===== src/rtl/ifetch_queue.sv =====
// Halfword prefetch queue: fetches aligned 4-halfword words, presents one decoded instruction at the head.
// Latency: a filled word is visible at the head one cycle after mem_valid_i; outputs are combinational from the head.
// Backpressure: the head holds while inst_ready_i=0; fetch stalls when fewer than 4 halfwords are free.
module ifetch_queue #(
  parameter int unsigned      PC_W     = 25,
  parameter int unsigned      QUEUE_HW = 8,
  parameter logic [PC_W-1:0]  RESET_PC = '0,
  parameter bit               EXT64_EN = 1'b1
) (
  input  logic            clk,
  input  logic            reset,
  output logic            mem_req_o,
  output logic [PC_W-1:0] mem_addr_o,
  input  logic            mem_gnt_i,
  input  logic            mem_valid_i,
  input  logic [63:0]     mem_i,
  output logic            inst_valid_o,
  input  logic            inst_ready_i,
  output logic [63:0]     instruction_o,
  output logic [2:0]      inst_len_o,
  output logic [PC_W-1:0] PC_o,
  input  logic            redirect_i,
  input  logic [PC_W-1:0] redirect_pc_i
);

  localparam int IW = $clog2(QUEUE_HW);
  localparam int CW = IW + 1;
  localparam logic [CW-1:0]   FILL_LIMIT = CW'(QUEUE_HW - 4);
  localparam logic [PC_W-3:0] BLK_ONE    = 1;

  logic [15:0]     ring_q [QUEUE_HW];
  logic [IW-1:0]   head_q, head_d, tail_q, tail_d;
  logic [CW-1:0]   count_q, count_d;
  logic [PC_W-1:0] pc_q, pc_d;
  // Fetch pointer kept as a word (4-halfword) address; the low bits are always zero on the bus.
  logic [PC_W-3:0] fetch_blk_q, fetch_blk_d;
  logic [1:0]      skip_q, skip_d;
  logic            epoch_q, epoch_d;
  logic            req_epoch_q, req_epoch_d;
  logic            outst_q, outst_d;
  logic            started_q;

  logic [2:0] head_len;
  logic [2:0] fill_n;
  logic       head_vld, grant, pop, fill;

  // Priority-ordered length decode of the first halfword of an instruction.
  function automatic logic [2:0] decode_len(input logic [15:0] h);
    logic top0;
    top0 = (h[15:11] == 5'd0);
    if (top0 && (h[10:5] == 6'b110001 || h[10:5] == 6'b010111)) return 3'd3;
    else if (top0 && (h[10:5] == 6'b110111) && EXT64_EN)        return 3'd4;
    else if (h[10:9] == 2'b11)                                   return 3'd2;
    else if (top0 && h[9] && h[7])                               return 3'd2;
    else                                                         return 3'd1;
  endfunction

  // Head decode and zero-padded instruction assembly, reading across the ring wrap.
  always_comb begin
    head_len      = decode_len(ring_q[head_q]);
    head_vld      = (count_q != '0) && (count_q >= CW'(head_len));
    inst_valid_o  = head_vld;
    inst_len_o    = head_vld ? head_len : 3'd0;
    instruction_o = '0;
    for (int k = 0; k < 4; k++) begin
      if (head_vld && (3'(k) < head_len)) instruction_o[16*k +: 16] = ring_q[head_q + IW'(k)];
    end
  end

  // Fetch request, handshake qualifiers and the bus-visible PC.
  always_comb begin
    mem_req_o  = started_q && !outst_q && (count_q <= FILL_LIMIT);
    mem_addr_o = started_q ? {fetch_blk_q, 2'b00} : '0;
    PC_o       = started_q ? pc_q : '0;
    grant      = mem_req_o && mem_gnt_i;
    pop        = head_vld && inst_ready_i && !redirect_i;
    // Responses from before a redirect carry the old epoch and are thrown away.
    fill       = mem_valid_i && outst_q && (req_epoch_q == epoch_q) && !redirect_i;
    fill_n     = 3'd4 - {1'b0, skip_q};
  end

  // Next-state: redirect flushes and retargets; otherwise pop and fill both apply.
  always_comb begin
    head_d      = head_q;
    tail_d      = tail_q;
    count_d     = count_q;
    pc_d        = pc_q;
    fetch_blk_d = fetch_blk_q;
    skip_d      = skip_q;
    epoch_d     = epoch_q;
    req_epoch_d = req_epoch_q;
    outst_d     = outst_q;
    if (grant) begin
      outst_d     = 1'b1;
      req_epoch_d = epoch_q;
    end else if (mem_valid_i && outst_q) begin
      outst_d     = 1'b0;
    end
    if (redirect_i) begin
      head_d      = tail_q;
      count_d     = '0;
      epoch_d     = ~epoch_q;
      pc_d        = redirect_pc_i;
      fetch_blk_d = redirect_pc_i[PC_W-1:2];
      skip_d      = redirect_pc_i[1:0];
    end else begin
      if (grant) fetch_blk_d = fetch_blk_q + BLK_ONE;
      if (pop) begin
        head_d = head_q + IW'(head_len);
        pc_d   = pc_q + PC_W'(head_len);
      end
      if (fill) begin
        tail_d = tail_q + IW'(fill_n);
        skip_d = 2'd0;
      end
      count_d = count_q + (fill ? CW'(fill_n) : '0) - (pop ? CW'(head_len) : '0);
    end
  end

  // Control state registers.
  always_ff @(posedge clk or negedge reset) begin
    if (!reset) begin
      head_q      <= '0;
      tail_q      <= '0;
      count_q     <= '0;
      pc_q        <= RESET_PC;
      fetch_blk_q <= RESET_PC[PC_W-1:2];
      skip_q      <= RESET_PC[1:0];
      epoch_q     <= 1'b0;
      req_epoch_q <= 1'b0;
      outst_q     <= 1'b0;
      started_q   <= 1'b0;
    end else begin
      head_q      <= head_d;
      tail_q      <= tail_d;
      count_q     <= count_d;
      pc_q        <= pc_d;
      fetch_blk_q <= fetch_blk_d;
      skip_q      <= skip_d;
      epoch_q     <= epoch_d;
      req_epoch_q <= req_epoch_d;
      outst_q     <= outst_d;
      started_q   <= 1'b1;
    end
  end

  // Ring write: drop the low `skip` halfwords of a misaligned first word, pack the rest at the tail.
  always_ff @(posedge clk) begin
    for (int k = 0; k < 4; k++) begin
      if (fill && (2'(k) >= skip_q)) ring_q[tail_q + IW'(k) - IW'(skip_q)] <= mem_i[16*k +: 16];
    end
  end

endmodule


===== config.mk =====
export PLATFORM = sky130hd
export DESIGN_NAME = ifetch_queue
export DESIGN_NICKNAME = d
export VERILOG_FILES = /design/src/rtl/ifetch_queue.sv
export SDC_FILE = /design/constraint.sdc
export NUM_CORES = 1
export LEC_CHECK = 0
export BUFFER_PORTS_ARGS = -buffer_cell sky130_fd_sc_hd__buf_4
export CAP_MARGIN = 20
export CORE_ASPECT_RATIO = 1.1
export CORE_MARGIN = 3
export CORE_UTILIZATION = 45
export CTS_BUF_LIST = sky130_fd_sc_hd__clkbuf_4 sky130_fd_sc_hd__clkbuf_8
export DETAILED_ROUTE_END_ITERATION = 8
export PLACE_DENSITY = 0.62
export SLEW_MARGIN = 20
export SYNTH_ARGS = -nofsm -noshare
export SYNTH_HDL_FRONTEND = slang
export SYNTH_SLANG_ARGS = --single-unit

===== constraint.sdc =====
create_clock -name clk -period 5.5 [get_ports clk]
set_clock_uncertainty 0.1 [all_clocks]
set_input_delay 0.55 -clock clk [delete_from_list [all_inputs] [get_ports clk]]
set_output_delay 0.55 -clock clk [all_outputs]
set_load 0.005 [all_outputs]

==> impl_metrics.csv <==
group,metric,value,unit
yosys,yosysSeqAreaShare,0.3443,
yosys,syn_area,15820,um^2
finish,final_cell_mix,"nand2_1 (273), buf_4 (263), edfxtp_1 (128), mux4_2 (122), o22ai_1 (119)",
power_and_ir_drop,p_int,0.004333,W
floorplanning,dieArea,37440,um^2
worst_setup_path,cp_max_fo,15,
worst_setup_path,crit_arrival,4.54,ns
global_routing,antenna_found_initial,1,
route,drtIter0Drc,1738,
worst_setup_path,ff2ff_path_depth,23,
worst_hold_path,worstHoldPathType,"in2async",
placed_design,place_area,17680,um^2
sta,hold_viol,0,
clock_tree,cts_root_buffer,"clkbuf_8",
sta,fmax,0.1926,GHz
yosys,yosys_warnings,0,
placed_design,place_congestion,0.9773,
sta,setup_tns,0,ns
route,drc,0,
power_and_ir_drop,switchingPower,0.003213,W
worst_setup_path,worst-endpoint-required,4.85,ns
sta,post-route-min-period,5.193,ns
worst_setup_path,cp-end-kind,"primary output",
status,status,"finished, final reports clean",
power_and_ir_drop,power.density,416.0,nW/um^2
global_routing,globalRouteTotalUtil,0.3005,
sta,fin_crit_sh,0.9441,
power_and_ir_drop,power_frac_seq,0.260,
clock_tree,h-tree-depth,4,
worst_setup_path,slowest_stage,"mux4_2",
worst_setup_path,slowest_delay,0.52,ns
power_and_ir_drop,p_leak,6.990,nW
clock_tree,cts_tree,"done",
sta,tightestPinTransition,1.067,ns
sta,maxSlewHeadroom,0.2886,
yosys,synth_ff_type,"edfxtp_1",
route,wl,57.37,mm
global_routing,grt_pass1_vias,13684,
finish,postLayoutCellArea,18140,um^2
route,dr.pass1.iters,6,
route,wl_per_cell,26.46,um
route,vias_per_cell,6.657,
sta,rsz0062_at_grt,"no",
yosys,ys_seq_elements,192,
floorplanning,die_x,184.8,um
power_and_ir_drop,p_comb_frac,0.615,
worst_setup_path,cp_num_buf_inv,6,
yosys,synth_edf_count,128,
finish,area_growth,14.68,%
finish,final_nets,1844,
worst_setup_path,r2r_setup_slack,0.54,ns
yosys,yosysUniqueCellTypes,62,
placed_design,place.detailed.hpwl,42.58,mm
worst_setup_path,worstSetupStartpointType,"flop",
floorplanning,rows,71,
worst_setup_path,cp_cell_sequence,"buf_4 -> mux4_2 -> mux2i_2 -> nand3_2 -> o31ai_4 -> nand2b_1 -> a21oi_1 -> inv_1 -> ha_1 -> nand2b_1 -> a21o_1 -> a21oi_1 -> o21ba_2 -> clkinv_1 -> buf_6 -> nand3b_2 -> or2_1 -> buf_4 -> nor2_1 -> buf_4",
flow_run,drv_cap,0,
floorplanning,core,34470,um^2
clock_tree,insertion_delay,0.48,ns
global_routing,grt_start_max_net_pins,65,
sta,finalSetupViolations,0,
clock_tree,cts_made_buffers,17,
finish,n_antenna_cell,0,
power_and_ir_drop,vdd_ir_drop_max,394.0,uV
worst_setup_path,crit_top_cell,"buf_4",
route,vias,14432,
clock_tree,clock-sinks,192,
placed_design,numPortBuffers,211,
finish,mostFrequentLayoutCell,"nand2_1",
worst_setup_path,crit_type,"reg2out",
sta,hold_ws,0.05969,ns
yosys,synth_area_per_cell,9.836,um^2
finish,final_util,0.5262,
yosys,async_flop_share,0.3333,
finish,drive_gt1_frac,0.2792,
sta,slew_viol_final,0,
worst_setup_path,timing.rr.start,"head_q[0]$_DFFE_PN0P_",
worst_setup_path,reg2reg_to,"count_q[3]$_DFF_PN0_",
global_routing,grt_first_pass_wirelength,85.96,mm
power_and_ir_drop,pwr-share-clk,0.124,
clock_tree,clock_path_buffers,2,
power_and_ir_drop,sw_frac_of_total,0.4258,
global_routing,grt.overflow.total,0,
floorplanning,initial_core_util,0.4589,
floorplanning,die_h,202.6,um
power_and_ir_drop,power,0.007545,W
clock_tree,clk_pin_slew,0.11,ns
floorplanning,ios,214,
worst_setup_path,cpLargestDelayFamily,"buffers and inverters",
route,postRouteAntennaNets,0,
yosys,synthCells,1608,
## power groups by stage
stage	combinational [W]	clock [W]	sequential, W
2_1_floorplan	0.00333	0	0.00186
3_3_place_gp	0.00446	0	0.00201
3_5_place_dp	0.00450	0	0.00202
4_1_cts	0.00453	0.000956	0.00199
5_1_grt	0.00500	0.00101	0.00199
6_report	0.00464	0.000939	0.00197
## logic make-up (layout without fill, tap and decap cells)
family | after synthesis | after routing | share of synthesized area
buffers and inverters | 210 | 331 | 0.05624
other | 2 | 3 | 0.0004748
XOR/XNOR | 54 | 54 | 0.02990
AND/OR/NAND/NOR | 557 | 557 | 0.1615
adder cells (fa/ha/maj) | 32 | 32 | 0.02864
flip-flops | 192 | 192 | 0.3443
multiplexers | 234 | 234 | 0.2484
AO/OA/AOI/OAI | 327 | 327 | 0.1305
## metrics by stage
stage                     std cells  setup WS [ns]
after global placement         2134         0.2666
after global routing           2168        0.03774
after CTS                      2166        0.01500
final                          2168         0.3074
after detailed placement       2134         0.2098
after floorplan                1609         0.4762
## Yosys cell counts, types with 3 or more instances
library cell	instances	share of area
xnor2_1	32	0.018
a221o_1	3	0.0019
nor4_1	7	0.0028
a21oi_1	39	0.012
nand3_1	27	0.0085
inv_1	29	0.0069
mux2i_1	88	0.056
or3_1	5	0.0020
and2_0	3	0.0012
clkbuf_1	101	0.024
a21o_1	4	0.0019
edfxtp_1	128	0.24
o31a_1	4	0.0022
o21ai_0	17	0.0054
nor3_1	16	0.0051
and2_1	60	0.024
o311ai_0	5	0.0028
nor2_1	92	0.022
and4_1	6	0.0033
nand2b_1	7	0.0028
buf_6	3	0.0021
buf_4	10	0.0047
xor2_1	22	0.012
mux4_2	122	0.17
ha_1	25	0.020
o22ai_1	119	0.047
mux2_2	22	0.016
fa_1	7	0.0089
a211oi_1	5	0.0024
and3_1	15	0.0059
clkbuf_2	5	0.0016
nor2_2	10	0.0040
nand4_1	20	0.0079
buf_2	15	0.0047
nand2_1	274	0.065
buf_1	43	0.010
a31oi_1	116	0.046
dfrtp_1	64	0.10
nor2b_1	5	0.0020
nor3b_1	3	0.0014
## layout make-up
cell class / instances / area (um^2)
sequential: 192 / 5454
timing repair buffer: 267 / 2037
clock buffer: 17 / 234.0
multi-input combinational: 1207 / 9583
fill: 3090 / 16330
clock inverter: 15 / 160.2
inverter: 32 / 122.6
tap: 438 / 548.0
## what timing repair did
action,in CTS,in global routing
endpoints found under the hold margin,0,0
hold buffers,0,0
setup buffers,0,3
gates resized for setup,1,9
setup endpoints to repair,17,50
## registers in the layout, indices dropped and copies added, names as in the netlist
name / count
epoch_q: 1
req_epoch_q: 1
count_q: 4
head_q: 3
pc_q: 25
ring_q: 128
started_q: 1
tail_q: 3
fetch_blk_q: 23
skip_q: 2
outst_q: 1
## layer usage
layer	vias up	routed length [um]	global-route usage
met4	2	1717	0.08979
li1	6252	-	-
met2	1017	25850	0.4645
met3	133	6297	0.06594
met5	-	13	0
met1	7028	23490	0.4272
## worst max-delay path by stage
| stage | from | end | cells after the start |
|---|---|---|---|
| floorplan | head_q[0]$_DFFE_PN0P_ | count_q[3]$_DFF_PN0_ | 23 |
| global placement | head_q[0]$_DFFE_PN0P_ | count_q[3]$_DFF_PN0_ | 22 |
| detailed placement | head_q[0]$_DFFE_PN0P_ | count_q[3]$_DFF_PN0_ | 22 |
| CTS | head_q[0]$_DFFE_PN0P_ | instruction_o[47] | 19 |
| global route | head_q[0]$_DFFE_PN0P_ | instruction_o[47] | 20 |
| finish | head_q[0]$_DFFE_PN0P_ | instruction_o[47] | 20 |
Note: power is estimated with default switching activity, not from simulation.
